<file path="config.mk">
export PLATFORM = sky130hd
export DESIGN_NAME = uart_rx_ctrl
export DESIGN_NICKNAME = d
export VERILOG_FILES = /design/src/rtl/uart_rx_ctrl.sv
export SDC_FILE = /design/constraint.sdc
export NUM_CORES = 1
export LEC_CHECK = 0
export CORE_MARGIN = 5
export CORE_UTILIZATION = 39
export CTS_CLUSTER_DIAMETER = 30
export DETAILED_ROUTE_END_ITERATION = 12
export HOLD_SLACK_MARGIN = 0.06
export PLACE_DENSITY = 0.79
export SLEW_MARGIN = 20
export SYNTH_ARGS = -nofsm -noshare
export SYNTH_HDL_FRONTEND = slang
export SYNTH_SLANG_ARGS = --single-unit
</file>
<file path="constraint.sdc">
create_clock -name PCLK -period 2 [get_ports PCLK]
set_input_delay 0.5 -clock PCLK [delete_from_list [all_inputs] [get_ports PCLK]]
set_output_delay 0.5 -clock PCLK [all_outputs]
set_load 0.01 [all_outputs]
</file>
<file path="src/rtl/uart_rx_ctrl.sv">
// rtl/uart_rx_ctrl.sv - APB slave capturing UART receiver bytes into a FIFO with overrun tracking
// Optional feature macro: UART_RX_IRQ_EN (level interrupt and CTRL[1] irq_en)
module uart_rx_ctrl #(
    parameter int DEPTH = 4
) (
    input  logic        PCLK,
    input  logic        PRESETn,
    input  logic        PSEL,
    input  logic        PENABLE,
    input  logic        PWRITE,
    input  logic [3:0]  PADDR,
    input  logic [31:0] PWDATA,
    output logic [31:0] PRDATA,
    output logic        PREADY,
    input  logic        rx_done,
    input  logic [7:0]  rx_parallel,
    output logic        irq
);

    localparam int AW = (DEPTH > 1) ? $clog2(DEPTH) : 1;
    localparam int CW = AW + 1;

    localparam logic [1:0] ADDR_DATA   = 2'd0;
    localparam logic [1:0] ADDR_STATUS = 2'd1;
    localparam logic [1:0] ADDR_CTRL   = 2'd2;

    logic [7:0]    mem_q [DEPTH];
    logic [AW-1:0] wr_ptr_q, rd_ptr_q;
    logic [CW-1:0] count_q;
    logic          overrun_q;
    logic          rx_en_q;
    logic          irq_en;

    logic          access, rd_access, wr_access;
    logic          not_empty, full;
    logic          push_req, push_ok, pop, flush;
    logic          ovr_set, ovr_clr, ctrl_wr;
    logic [4:0]    count_ext;
    logic          unused_ok;

    assign PREADY    = 1'b1;
    assign access    = PSEL & PENABLE;
    assign rd_access = access & ~PWRITE;
    assign wr_access = access & PWRITE;

    assign not_empty = (count_q != '0);
    assign full      = (count_q == CW'(DEPTH));
    assign count_ext = 5'(count_q);

    assign ctrl_wr   = wr_access && (PADDR[3:2] == ADDR_CTRL);
    assign flush     = ctrl_wr & PWDATA[2];
    assign pop       = rd_access && (PADDR[3:2] == ADDR_DATA) && not_empty;
    // A push landing in the same cycle as a flush is discarded.
    assign push_req  = rx_done & rx_en_q & ~flush;
    // A simultaneous pop frees a slot, so a full FIFO still accepts the byte.
    assign push_ok   = push_req & (~full | pop);
    assign ovr_set   = push_req & full & ~pop;
    assign ovr_clr   = wr_access && (PADDR[3:2] == ADDR_STATUS) && PWDATA[2];

    assign unused_ok = ^{PADDR[1:0], PWDATA[31:3], PWDATA[1]};

    // FIFO storage is deliberately left without reset.
    always_ff @(posedge PCLK) begin
        if (push_ok) begin
            mem_q[wr_ptr_q] <= rx_parallel;
        end
    end

    // Pointers, occupancy, sticky overrun and the rx enable.
    always_ff @(posedge PCLK or negedge PRESETn) begin
        if (!PRESETn) begin
            wr_ptr_q  <= '0;
            rd_ptr_q  <= '0;
            count_q   <= '0;
            overrun_q <= 1'b0;
            rx_en_q   <= 1'b0;
        end else begin
            if (flush) begin
                wr_ptr_q <= '0;
                rd_ptr_q <= '0;
                count_q  <= '0;
            end else begin
                if (push_ok) begin
                    wr_ptr_q <= wr_ptr_q + AW'(1);
                end
                if (pop) begin
                    rd_ptr_q <= rd_ptr_q + AW'(1);
                end
                if (push_ok && !pop) begin
                    count_q <= count_q + CW'(1);
                end else if (pop && !push_ok) begin
                    count_q <= count_q - CW'(1);
                end
            end
            // Set wins over a same-cycle software clear.
            if (ovr_set) begin
                overrun_q <= 1'b1;
            end else if (ovr_clr) begin
                overrun_q <= 1'b0;
            end
            if (ctrl_wr) begin
                rx_en_q <= PWDATA[0];
            end
        end
    end

`ifdef UART_RX_IRQ_EN
    logic irq_en_q;
    logic irq_q;

    // Interrupt enable and registered level interrupt from current state.
    always_ff @(posedge PCLK or negedge PRESETn) begin
        if (!PRESETn) begin
            irq_en_q <= 1'b0;
            irq_q    <= 1'b0;
        end else begin
            if (ctrl_wr) begin
                irq_en_q <= PWDATA[1];
            end
            irq_q <= irq_en_q & (not_empty | overrun_q);
        end
    end

    assign irq_en = irq_en_q;
    assign irq    = irq_q;
`else
    assign irq_en = 1'b0;
    assign irq    = 1'b0;
`endif

    // Read mux; drives zero whenever the slave is not selected for a read.
    always_comb begin
        PRDATA = '0;
        if (PSEL && !PWRITE) begin
            case (PADDR[3:2])
                ADDR_DATA: begin
                    PRDATA[7:0] = not_empty ? mem_q[rd_ptr_q] : 8'h00;
                end
                ADDR_STATUS: begin
                    PRDATA[0]   = not_empty;
                    PRDATA[1]   = full;
                    PRDATA[2]   = overrun_q;
                    PRDATA[8:4] = count_ext;
                end
                ADDR_CTRL: begin
                    PRDATA[0] = rx_en_q;
                    PRDATA[1] = irq_en;
                end
                default: PRDATA = '0;
            endcase
        end
    end

endmodule

</file>
Word level (Yosys, flattened, before mapping)

Memory sizes are Yosys's and may differ from the RTL's.
Index checks and enable logic that the tools add are counted.

$add $sub $neg: 4
$mul: 0
Divide/modulo/power cells: 0
Magnitude comparators: 0
Equal/unequal tests: 3
Shift-type cells: 0
Multiplexer cells: 17
Bitwise gates (word level): 14
Reductions and logical operators: 17

Operators with widths:

| kind                                                                | number |
|---|---|
| 8-bit 2-to-1 mux                                                    | 2 |
| 1-bit AND                                                           | 9 |
| 3-bit 2-to-1 mux                                                    | 3 |
| 1-bit logical AND                                                   | 8 |
| 2-bit 2-to-1 mux                                                    | 4 |
| 4-bit one-hot mux with 2 select lines                               | 1 |
| 2-bit one-hot mux with 3 select lines                               | 1 |
| 2-bit nonzero test                                                  | 3 |
| 3-bit nonzero test                                                  | 2 |
| 1-bit 2-to-1 mux                                                    | 5 |
| 2-bit by 1-bit adder with 2-bit output (second input constant)      | 2 |
| 1-bit NOT                                                           | 4 |
| 3-bit by 1-bit adder with 3-bit output (second input constant)      | 1 |
| 3-bit == test (second input constant)                               | 1 |
| 1-bit zero test                                                     | 3 |
| 3-bit by 1-bit subtractor with 3-bit output (second input constant) | 1 |
| 2-bit by 1-bit == test with 1-bit output (second input constant)    | 1 |
| 2-bit == test (second input constant)                               | 1 |
| 2-bit zero test                                                     | 1 |
| 1-bit one-hot mux with 2 select lines                               | 1 |
| 1-bit bitwise OR                                                    | 1 |

Register bits after elaboration: 9
Bits in latches: 0
Bits in writable memories: 32
Memory bits (read-only): 0
Input bits: 50
Output and inout port bits: 34
Word-level logic and storage cells: 61
Memories kept: 1

Memories:

| name  | words | bits a word | read ports | clocked after Yosys merged registers in | write ports | RTL line | source |
|---|---|---|---|---|---|---|---|
| mem_q | 4     | 8           | 1          | 0                                       | 1           | 27       | `logic [7:0] mem_q [DEPTH];` |

Depth between registers and ports, before layout

Gate-level depths: netlist of run 1.

Depth in word-level cells: 12
Depth in mapped cells: 8
Depth with buffers taken out: 7

Worst setup path before layout of run 1

No wires, ideal clock.

Path type: input to register
Start point: input PADDR[3]
End point: register count_q[2]
Setup time: 128 ps
Arrival: 2106 ps
Required time: 1872 ps
Slack: -234 ps
Stages on the path: 6
Path buffers: 0
Cell sequence: or3b_4 -> nor3_4 -> nor3_2 -> fa_1 -> mux2i_1 -> mux2_1

Longest elaborated chain between the ends: 9
Elaborated cells on any way between the ends: 17
Those cells by class: eq/ne (1); mux (2); bitwise (5); reduce/logical (9)

RTL lines:

| element                                                | RTL line | source |
|---|---|---|
| from (decl)                                            | 11       | `input logic [3:0] PADDR,` |
| 2-bit == test                                          | 50       | `assign ctrl_wr = wr_access && (PADDR[3:2] == ADDR_CTRL);` |
| 1-bit logical AND                                      | 50       |  |
| 1-bit AND                                              | 51       | `assign flush = ctrl_wr & PWDATA[2];` |
| 1-bit NOT                                              | 54       | `assign push_req = rx_done & rx_en_q & ~flush;` |
| 1-bit AND                                              | 54       |  |
| 1-bit AND                                              | 56       | `assign push_ok = push_req & (~full \| pop);` |
| 1-bit logical AND or 1-bit zero test (tied branches)   | 89, 91   |  |
| 3-bit 2-to-1 mux or 1-bit logical AND (tied branches)  | 89, 91   |  |
| 3-bit 2-to-1 mux or 3-bit nonzero test (tied branches) | --       |  |
| to (signal assigned)                                   | 90       | `count_q <= count_q + CW'(1);` |
| to (signal assigned)                                   | 92       | `count_q <= count_q - CW'(1);` |
| to (decl)                                              | 29       | `logic [CW-1:0] count_q;` |

Parallel ways exist; a longest one is shown, timed or not.
A chain may end at the register's enable or synchronous reset.

Final worst setup path of run 1

Start point: register rd_ptr_q[0]
End point: output PRDATA[2]

Longest elaborated chain between the ends: 4

RTL lines:

| element                               | RTL line | source |
|---|---|---|
| from (decl)                           | 28       | `logic [AW-1:0] wr_ptr_q, rd_ptr_q;` |
| from (signal assigned)                | 87       | `rd_ptr_q <= rd_ptr_q + AW'(1);` |
| memory 4 x 8 bit                      | --       |  |
| 8-bit 2-to-1 mux                      | 137      | `PRDATA[7:0] = not_empty ? mem_q[rd_ptr_q] : 8'h00;` |
| 1-bit one-hot mux with 2 select lines | 135      | `case (PADDR[3:2])` |
| 8-bit 2-to-1 mux                      | 134      | `if (PSEL && !PWRITE) begin` |
| to (decl)                             | 13       | `output logic [31:0] PRDATA,` |

No other way between the ends.

==> results of run 1 <==
==> metal layers <==
metal | part of all wire | global-route usage | up-vias | routed length [µm]
li1 | - | - | 655 | -
met1 | 0.41 | 0.167 | 685 | 1860
met2 | 0.50 | 0.233 | 61 | 2280
met3 | 0.084 | 0.0454 | 6 | 383
met4 | 0.013 | 0.0482 | 0 | 59
met5 | 0 | 0 | - | 0
==> per-stage QoR <==
stage	hold WS [ns]	setup TNS [ns]	std cells
after floorplan	0.204	-0.127	178
after global placement	0.526	-27.49	285
after detailed placement	0.517	-28.01	285
after CTS	0.535	-2.32	301
after global routing	0.560	-2.92	301
final	0.526	-2.21	301
==> what timing repair did <==
item	in CTS	in global routing
resized for setup	66	18
setup buffers	8	2
setup endpoints to repair	44	43
pin swaps	10	12
gates cloned	0	0
==> layout make-up <==
| class | instances | share of cell area |
|---|---|---|
| tap | 70 | 0.0301 |
| inverter | 4 | 0.00516 |
| clock buffer | 5 | 0.0237 |
| sequential | 41 | 0.408 |
| multi-input combinational | 104 | 0.307 |
| timing repair buffer | 74 | 0.211 |
| clock inverter | 3 | 0.0151 |
==> state kept, by name, indices dropped and copies added (netlist names) <==
signal	cells
count_q	3
mem_q	32
overrun_q	1
rx_en_q	1
rd_ptr_q	2
wr_ptr_q	2
==> worst max-delay path, cell delays in order, from the launching register on <==
cell,delay (ns)
dfrtp_2,0.38
buf_4,0.14
buf_4,0.14
mux4_2,0.53
a22o_1,0.20
buf_2,0.14
==> cell families after synthesis <==
logic type / after synthesis / synth area share
and+or+nand+nor: 42 / 0.123
DFF: 41 / 0.562
buffers and inverters: 33 / 0.106
AOI/OAI and AO/OA: 16 / 0.0540
muxes: 12 / 0.106
adders and majority gates: 5 / 0.0332
xor gates and xnor gates: 3 / 0.0125
other: 2 / 0.00356
==> cell usage in the layout, fill, tap and decap left out, drive strengths merged, types with 2 or more instances in the layout <==
cell           count
dfrtp              9
clkbuf             6
nand2              5
mux4               8
xnor2              2
o31ai              2
nand4              2
o21ai              5
ha                 4
nand2b             3
a22o               4
dlygate4sd2        2
buf               60
mux2i              2
clkdlybuf4s50     10
nor2b              5
mux2               2
and2               7
conb              26
nor2              10
nor3b              2
nor3               4
inv                5
edfxtp            32
==> power by group through the flow <==
stage | Sequential (mW) | Combinational (mW) | Clock, mW
2_1_floorplan | 1.15 | 0.622 | 0
3_3_place_gp | 1.17 | 1.01 | 0
3_5_place_dp | 1.18 | 1.03 | 0
4_1_cts | 1.15 | 1.19 | 0.693
5_1_grt | 1.17 | 1.39 | 0.727
6_report | 1.16 | 1.27 | 0.671
==> worst paths after layout <==
check	endpoint	slack [ns]
min in group PCLK	overrun_q	0.53
max in group asynchronous	rd_ptr_q[0]	1.12
max reg2reg	count_q[2]	0.04
min	rd_ptr_q[1]	0.53
min reg2reg	overrun_q	0.53
max	PRDATA[2]	-0.32
==> flow_metrics.env, run 1 <==
export IMPL_required_ns=1.50
export IMPL_grtUsageTotal=0.139
export IMPL_setup_ws_ns=-0.317
export IMPL_viasPerCell=4.67
export IMPL_vias=1407
export IMPL_drt_iter0_markers=47
export IMPL_synth_area_leaders="edfxtp_1 (46%), dfrtp_1 (11%), buf_4 (9.3%)"
export IMPL_multiInputGateArea_um2=893
export IMPL_clockBufferDepth=2
export IMPL_synth_warnings=0
export IMPL_final_core_util=0.562
export IMPL_num_antenna_cells=0
export IMPL_power_mw=3.09
export IMPL_crit_start="rd_ptr_q[0]"
export IMPL_r2r_cells=8
export IMPL_path_clk_slew_ns=0.09
export IMPL_switching_share=0.304
export IMPL_synth_flop_cell="edfxtp_1"
export IMPL_drv_cap=0
export IMPL_p_int_mw=2.15
export IMPL_status="finished with violations"
export IMPL_ant_nets=0
export IMPL_cp_arrival_ns=1.82
export IMPL_syn2layout_area_growth_pct=37.9
export IMPL_hold_path_class="input pin to async pin"
export IMPL_drv_slew=0
export IMPL_synth_top_cell_area_share=0.456
export IMPL_ys_ff_latch=41
export IMPL_crit_fanout=4
export IMPL_async_reset_ff_frac=0.220
export IMPL_die_area_um2=6980
export IMPL_yosysSeqAreaShare=0.562
export IMPL_dieWidth_um=83.5
export IMPL_power_frac_seq=0.374
export IMPL_grt_start_max_net_pins=15
export IMPL_p_per_area_nw_per_um2=1060
export IMPL_seqCellArea_um2=1190
export IMPL_period_share=1.16
export IMPL_n_fill_cell=415
export IMPL_violations="setup timing"
export IMPL_critical_path_class="register to output pin"
export IMPL_power_frac_comb=0.409
export IMPL_cts_sinks=41
export IMPL_postLayoutCellArea_um2=2910
export IMPL_yosysMostFrequentCell="edfxtp_1"
export IMPL_gpl_final_weighted_congestion=0.862
export IMPL_p_leak_nw=1.22
export IMPL_htree_levels=2
export IMPL_coreArea_um2=5170
export IMPL_rsz0062_at_grt="yes"
export IMPL_place_worst_setup_slack_ns=-0.834
export IMPL_hpwl_um=3260
export IMPL_syn_inst=154
export IMPL_overflow=0
export IMPL_synth_cell_types=38
export IMPL_num_nets_final=285
export IMPL_firstDrtPassIters=4
export IMPL_drive_gt1_frac=0.442
export IMPL_endpoint_kind="output pin"
export IMPL_hold_violations=0
export IMPL_synth_edf_count=32
export IMPL_clock_fmax_ghz=0.432
export IMPL_setup_viol=9
export IMPL_synth_avg_cell_area_um2=13.7
export IMPL_io_pins=84
export IMPL_cp_start_kind="register"
export IMPL_cts_tree="done"
export IMPL_r2r_start="count_q[2]"
export IMPL_grt_pass1_vias=1534
export IMPL_syn_area_um2=2110
export IMPL_clock_skew_ns=0.0108
export IMPL_routedWlPerCell_um=15.2
export IMPL_clock_latency_ns=0.30
export IMPL_period_needed_ns=2.32
export IMPL_grt_pass1_wl_um=7600
export IMPL_row_count=26
export IMPL_root_buffer="clkbuf_8"
export IMPL_net_switching_power_mw=0.940
export IMPL_irDropWorstVdd_mv=0.596
export IMPL_antenna_found_initial=0
export IMPL_synth_common_cells="edfxtp_1 (32), buf_4 (26), nor2_1 (10), dfrtp_1 (9), mux4_2 (8)"
export IMPL_dpl_cell_area_um2=2650
export IMPL_drc_errors=0
export IMPL_hold_buffers=0
export IMPL_routed_wirelength_um=4580
export IMPL_die_height_um=83.5
export IMPL_p_clk_frac=0.217
export IMPL_start_util=0.408
export IMPL_synth_top_area_cell="edfxtp_1"
export IMPL_cts_made_buffers=5
export IMPL_port_buffers=25
No activity file was read; power rests on OpenSTA's default activity.
==> run 2, diff against run 1 <==
--- a/config.mk
+++ b/config.mk
@@ -11,6 +11,7 @@
 export DETAILED_ROUTE_END_ITERATION = 12
 export HOLD_SLACK_MARGIN = 0.06
 export PLACE_DENSITY = 0.79
+export SETUP_SLACK_MARGIN = 0.3
 export SLEW_MARGIN = 20
 export SYNTH_ARGS = -nofsm -noshare
 export SYNTH_HDL_FRONTEND = slang
==> flow_metrics.env, run 2 (synthesis results as in run 1) <==
export IMPL_io_pins=84
export IMPL_dieWidth_um=83.5
export IMPL_clock_latency_ns=0.29
export IMPL_overflow=0
export IMPL_num_antenna_cells=0
export IMPL_required_ns=1.50
export IMPL_grtUsageTotal=0.134
export IMPL_clock_skew_ns=0.00643
export IMPL_endpoint_kind="output pin"
export IMPL_largest_reg_flops=32
export IMPL_cp_arrival_ns=1.78
export IMPL_p_int_mw=2.05
export IMPL_start_util=0.408
export IMPL_layout_cells_non_filler=301
export IMPL_net_switching_power_mw=0.970
export IMPL_p_clk_frac=0.169
export IMPL_cts_sinks=41
export IMPL_reg2reg_slack_ns=0.02
export IMPL_rsz0062_at_grt="yes"
export IMPL_die_area_um2=6980
export IMPL_top_register="mem_q"
export IMPL_num_nets_final=285
export IMPL_setup_ws_ns=-0.282
export IMPL_status="finished with violations"
export IMPL_crit_fanout=2
export IMPL_critical_path_class="register to output pin"
export IMPL_hpwl_um=3020
export IMPL_htree_levels=2
export IMPL_p_per_area_nw_per_um2=1010
export IMPL_coreArea_um2=5170
export IMPL_routedWlPerCell_um=14.9
export IMPL_clockBufferDepth=2
export IMPL_syn2layout_area_growth_pct=42.2
export IMPL_power_frac_comb=0.445
export IMPL_grt_pass1_wl_um=7260
export IMPL_routed_wirelength_um=4500
export IMPL_final_cell_mix="edfxtp_1 (32), buf_4 (32), conb_1 (26), buf_6 (20), clkdlybuf4s50_1 (10)"
export IMPL_die_height_um=83.5
export IMPL_seqCellArea_um2=1190
export IMPL_root_buffer="clkbuf_8"
export IMPL_viasPerCell=4.60
export IMPL_period_share=1.14
export IMPL_switching_share=0.321
export IMPL_gpl_final_weighted_congestion=0.818
export IMPL_grt_pass1_vias=1464
export IMPL_vias=1386
export IMPL_cp_start_kind="register"
export IMPL_multiInputGateArea_um2=976
export IMPL_p_leak_nw=1.24
export IMPL_period_needed_ns=2.28
export IMPL_drive_gt1_frac=0.494
export IMPL_violations="setup timing"
export IMPL_drc_errors=0
export IMPL_power_frac_seq=0.386
export IMPL_cts_tree="done"
export IMPL_drt_iter0_markers=32
export IMPL_setup_viol=41
export IMPL_dp_cells=270
export IMPL_reg_top3="mem_q: 32 flops, count_q: 3 flops"
export IMPL_power_mw=3.02
export IMPL_hold_violations=0
export IMPL_port_buffers=25
export IMPL_cts_made_buffers=5
export IMPL_n_fill_cell=407
export IMPL_drv_cap=0
export IMPL_hold_path_class="input pin to async pin"
export IMPL_ant_nets=0
export IMPL_path_clk_slew_ns=0.08
export IMPL_clock_fmax_ghz=0.438
export IMPL_drv_slew=0
export IMPL_grt_start_max_net_pins=14
export IMPL_firstDrtPassIters=3
export IMPL_row_count=26
export IMPL_antenna_found_initial=0
export IMPL_irDropWorstVdd_mv=0.547
run 2: path summary, 6_finish.rpt:
check	startpoint	end	cells after the start
min reg2reg	overrun_q	overrun_q	2
max reg2reg	count_q[1]	count_q[2]	9
min	PRESETn	count_q[0]	1
min in group PCLK	overrun_q	overrun_q	2
max in group asynchronous	PRESETn	rd_ptr_q[0]	1
max	rd_ptr_q[0]	PRDATA[1]	6
run 2: layer usage:
metal	GRT usage	wire [µm]	vias up	share of wire
li1	-	-	655	-
met3	0.0355	301	5	0.067
met5	0	0	-	0
met4	0.0526	61	0	0.014
met1	0.157	1810	681	0.40
met2	0.233	2320	45	0.52
run 2: what timing repair did:
action                                  4_1_cts  5_1_grt
resized for setup                            77       27
endpoints found under the setup margin       48       47
pin swaps                                    20       17
hold buffers                                  0        0
buffers inserted                             19        4
run 2: metrics by stage:
stage	instance area, µm²	setup slack (ns)	TNS, ns	hold slack, ns	utilization
floorplan	2250	-0.122	-0.127	0.204	-
detailed placement	2570	-0.828	-27.89	0.525	0.496
global placement	2570	-0.775	-27.35	0.517	0.496
CTS	2870	-0.280	-1.98	0.534	0.554
global route	3000	-0.323	-3.41	0.567	0.580
finish	3000	-0.282	-2.23	0.536	0.580
run 2: layout make-up:
class,count,area share
multi-input cells,104,0.325
flip-flops and latches,41,0.396
well taps,70,0.0292
clock buffers,5,0.0229
clock inverters,3,0.00584
repair buffers,74,0.216
inverters,4,0.00500
run 2: power groups by stage:
stage          clock (mW)  sequential [mW]  combinational, mW
4_1_cts             0.522             1.15               1.19
5_1_grt             0.571             1.18               1.46
2_1_floorplan           0             1.16              0.655
6_report            0.511             1.17               1.34
3_3_place_gp            0             1.17              0.957
3_5_place_dp            0             1.18              0.982
run 2: critical path: stages, from the launching register on:
cell	delay, ns
dfrtp_2	0.42
buf_6	0.13
buf_6	0.10
mux4_2	0.43
mux2i_1	0.20
nor2_1	0.08
buf_2	0.14
==> run 3, diff against run 2 <==
--- a/config.mk
+++ b/config.mk
@@ -5,12 +5,13 @@
 export SDC_FILE = /design/constraint.sdc
 export NUM_CORES = 1
 export LEC_CHECK = 0
+export ABC_CLOCK_PERIOD_IN_PS = 2000
 export CORE_MARGIN = 5
 export CORE_UTILIZATION = 39
 export CTS_CLUSTER_DIAMETER = 30
 export DETAILED_ROUTE_END_ITERATION = 12
 export HOLD_SLACK_MARGIN = 0.06
-export PLACE_DENSITY = 0.79
+export PLACE_DENSITY = 0.83
 export SETUP_SLACK_MARGIN = 0.3
 export SLEW_MARGIN = 20
 export SYNTH_ARGS = -nofsm -noshare
==> flow_metrics.env, run 3 (synthesis results as in run 1) <==
export IMPL_firstDrtPassIters=4
export IMPL_layout_cells_non_filler=304
export IMPL_clockBufferDepth=2
export IMPL_cts_sinks=41
export IMPL_root_buffer="clkbuf_8"
export IMPL_clock_skew_ns=0.00991
export IMPL_htree_levels=2
export IMPL_drv_slew=0
export IMPL_n_fill_cell=380
export IMPL_hold_buffers=0
export IMPL_fin_setup_tns_ns=-2.26
export IMPL_grt_start_max_net_pins=14
export IMPL_p_per_area_nw_per_um2=1050
export IMPL_reg2reg_slack_ns=-0.04
export IMPL_num_nets_final=288
export IMPL_io_pins=84
export IMPL_final_common_cell="edfxtp_1"
export IMPL_cp_arrival_ns=1.81
export IMPL_worst_hold_slack_ns=0.523
export IMPL_gpl_final_weighted_congestion=0.854
export IMPL_antenna_found_initial=0
export IMPL_drive_gt1_frac=0.496
export IMPL_endpoint_kind="output pin"
export IMPL_routed_wirelength_um=5030
export IMPL_row_count=26
export IMPL_path_clk_slew_ns=0.08
export IMPL_r2r_start="count_q[1]"
export IMPL_hold_path_class="input pin to async pin"
export IMPL_dieWidth_um=83.5
export IMPL_r2r_cells=9
export IMPL_status="finished with violations"
export IMPL_viasPerCell=4.72
export IMPL_period_share=1.16
export IMPL_top_register="mem_q"
export IMPL_reg_top3="mem_q: 32 flops, count_q: 3 flops"
export IMPL_drv_cap=0
export IMPL_violations="setup timing"
export IMPL_hold_violations=0
export IMPL_drt_iter0_markers=64
export IMPL_clock_fmax_ghz=0.433
export IMPL_die_height_um=83.5
export IMPL_final_cell_mix="edfxtp_1 (32), buf_4 (30), conb_1 (26), buf_6 (25), clkdlybuf4s50_1 (10)"
export IMPL_port_buffers=25
export IMPL_cts_made_buffers=5
export IMPL_drc_errors=0
export IMPL_crit_fanout=2
export IMPL_syn2layout_area_growth_pct=45.4
export IMPL_r2r_end="count_q[2]"
export IMPL_setup_viol=9
export IMPL_setup_ws_ns=-0.312
export IMPL_critical_path_class="register to output pin"
export IMPL_vias=1436
export IMPL_cp_start_kind="register"
export IMPL_largest_reg_flops=32
export IMPL_dp_cells=273
export IMPL_cts_tree="done"
export IMPL_required_ns=1.50
export IMPL_multiInputGateArea_um2=972
export IMPL_routedWlPerCell_um=16.5
export IMPL_clock_latency_ns=0.29
export IMPL_grt_pass1_wl_um=7570
export IMPL_hpwl_um=3220
export IMPL_p_leak_nw=1.27
export IMPL_seqCellArea_um2=1190
export IMPL_ant_nets=0
export IMPL_die_area_um2=6980
export IMPL_rsz0062_at_grt="yes"
export IMPL_coreArea_um2=5170
export IMPL_overflow=0
export IMPL_start_util=0.408
export IMPL_grt_pass1_vias=1492
export IMPL_grtUsageTotal=0.141
export IMPL_irDropWorstVdd_mv=0.525
export IMPL_place_worst_setup_slack_ns=-0.843
export IMPL_period_needed_ns=2.31
export IMPL_num_antenna_cells=0
## run 3: cell count changes in the layout (fill, tap and decap cells not counted), moves of 2 or more
cell / delta
buf_4: -2
clkbuf_2: -2
dfrtp_2: -2
buf_6: +5
dfrtp_1: +2
o21ai_2: +2
## run 3: per-layer routing
layer,track usage,up-vias,wire length [µm]
li1,-,664,-
met5,0,-,0
met3,0.0434,9,342
met2,0.251,55,2620
met1,0.158,708,2000
met4,0.0512,0,68
## run 3: how the worst max path moves through the flow
stage | start | to | slack [ns] | cells past startpoint
finish | rd_ptr_q[0] | PRDATA[0] | -0.31 | 7
global route | rd_ptr_q[0] | PRDATA[0] | -0.40 | 7
CTS | rd_ptr_q[0] | PRDATA[0] | -0.30 | 7
detailed placement | PSEL | PRDATA[4] | -0.84 | 7
global placement | PSEL | PRDATA[4] | -0.78 | 7
floorplan | PADDR[3] | count_q[2] | -0.12 | 6
## run 3: layout make-up
class | instances | area share
clock buffer | 6 | 0.0237
clock inverter | 2 | 0.0126
inverter | 4 | 0.00490
multi-input combinational | 104 | 0.317
sequential | 41 | 0.387
tap | 70 | 0.0286
timing repair buffer | 77 | 0.226
## run 3: report_power, final
part | total [mW] | switching, mW | internal, mW
registers | 1.17 | 0.101 | 1.06
clock network | 0.658 | 0.284 | 0.375
logic | 1.38 | 0.619 | 0.763
total | 3.21 | 1.00 | 2.20
## run 3: critical path, stage by stage (launching register included)
cell and delay (ns):
dfrtp_1 0.41, buf_6 0.13, mux4_2 0.50, nor2_2 0.12
nor3_2 0.05, a21oi_1 0.11, nor2b_1 0.06, buf_2 0.13
## run 3: what timing repair did
| action | 4_1_cts | 5_1_grt |
|---|---|---|
| gates resized for setup | 82 | 26 |
| setup buffers | 15 | 8 |
| setup endpoints to repair | 48 | 46 |
| pin swaps | 24 | 19 |
## run 3: per-stage QoR
| step | power [mW] | utilization | instance area (µm²) |
|---|---|---|---|
| after global placement | 2.12 | 0.501 | 2590 |
| after CTS | 2.98 | 0.559 | 2890 |
| after detailed placement | 2.15 | 0.501 | 2590 |
| after floorplan | 1.81 | - | 2250 |
| after global routing | 3.37 | 0.593 | 3070 |
| final | 3.21 | 0.593 | 3070 |
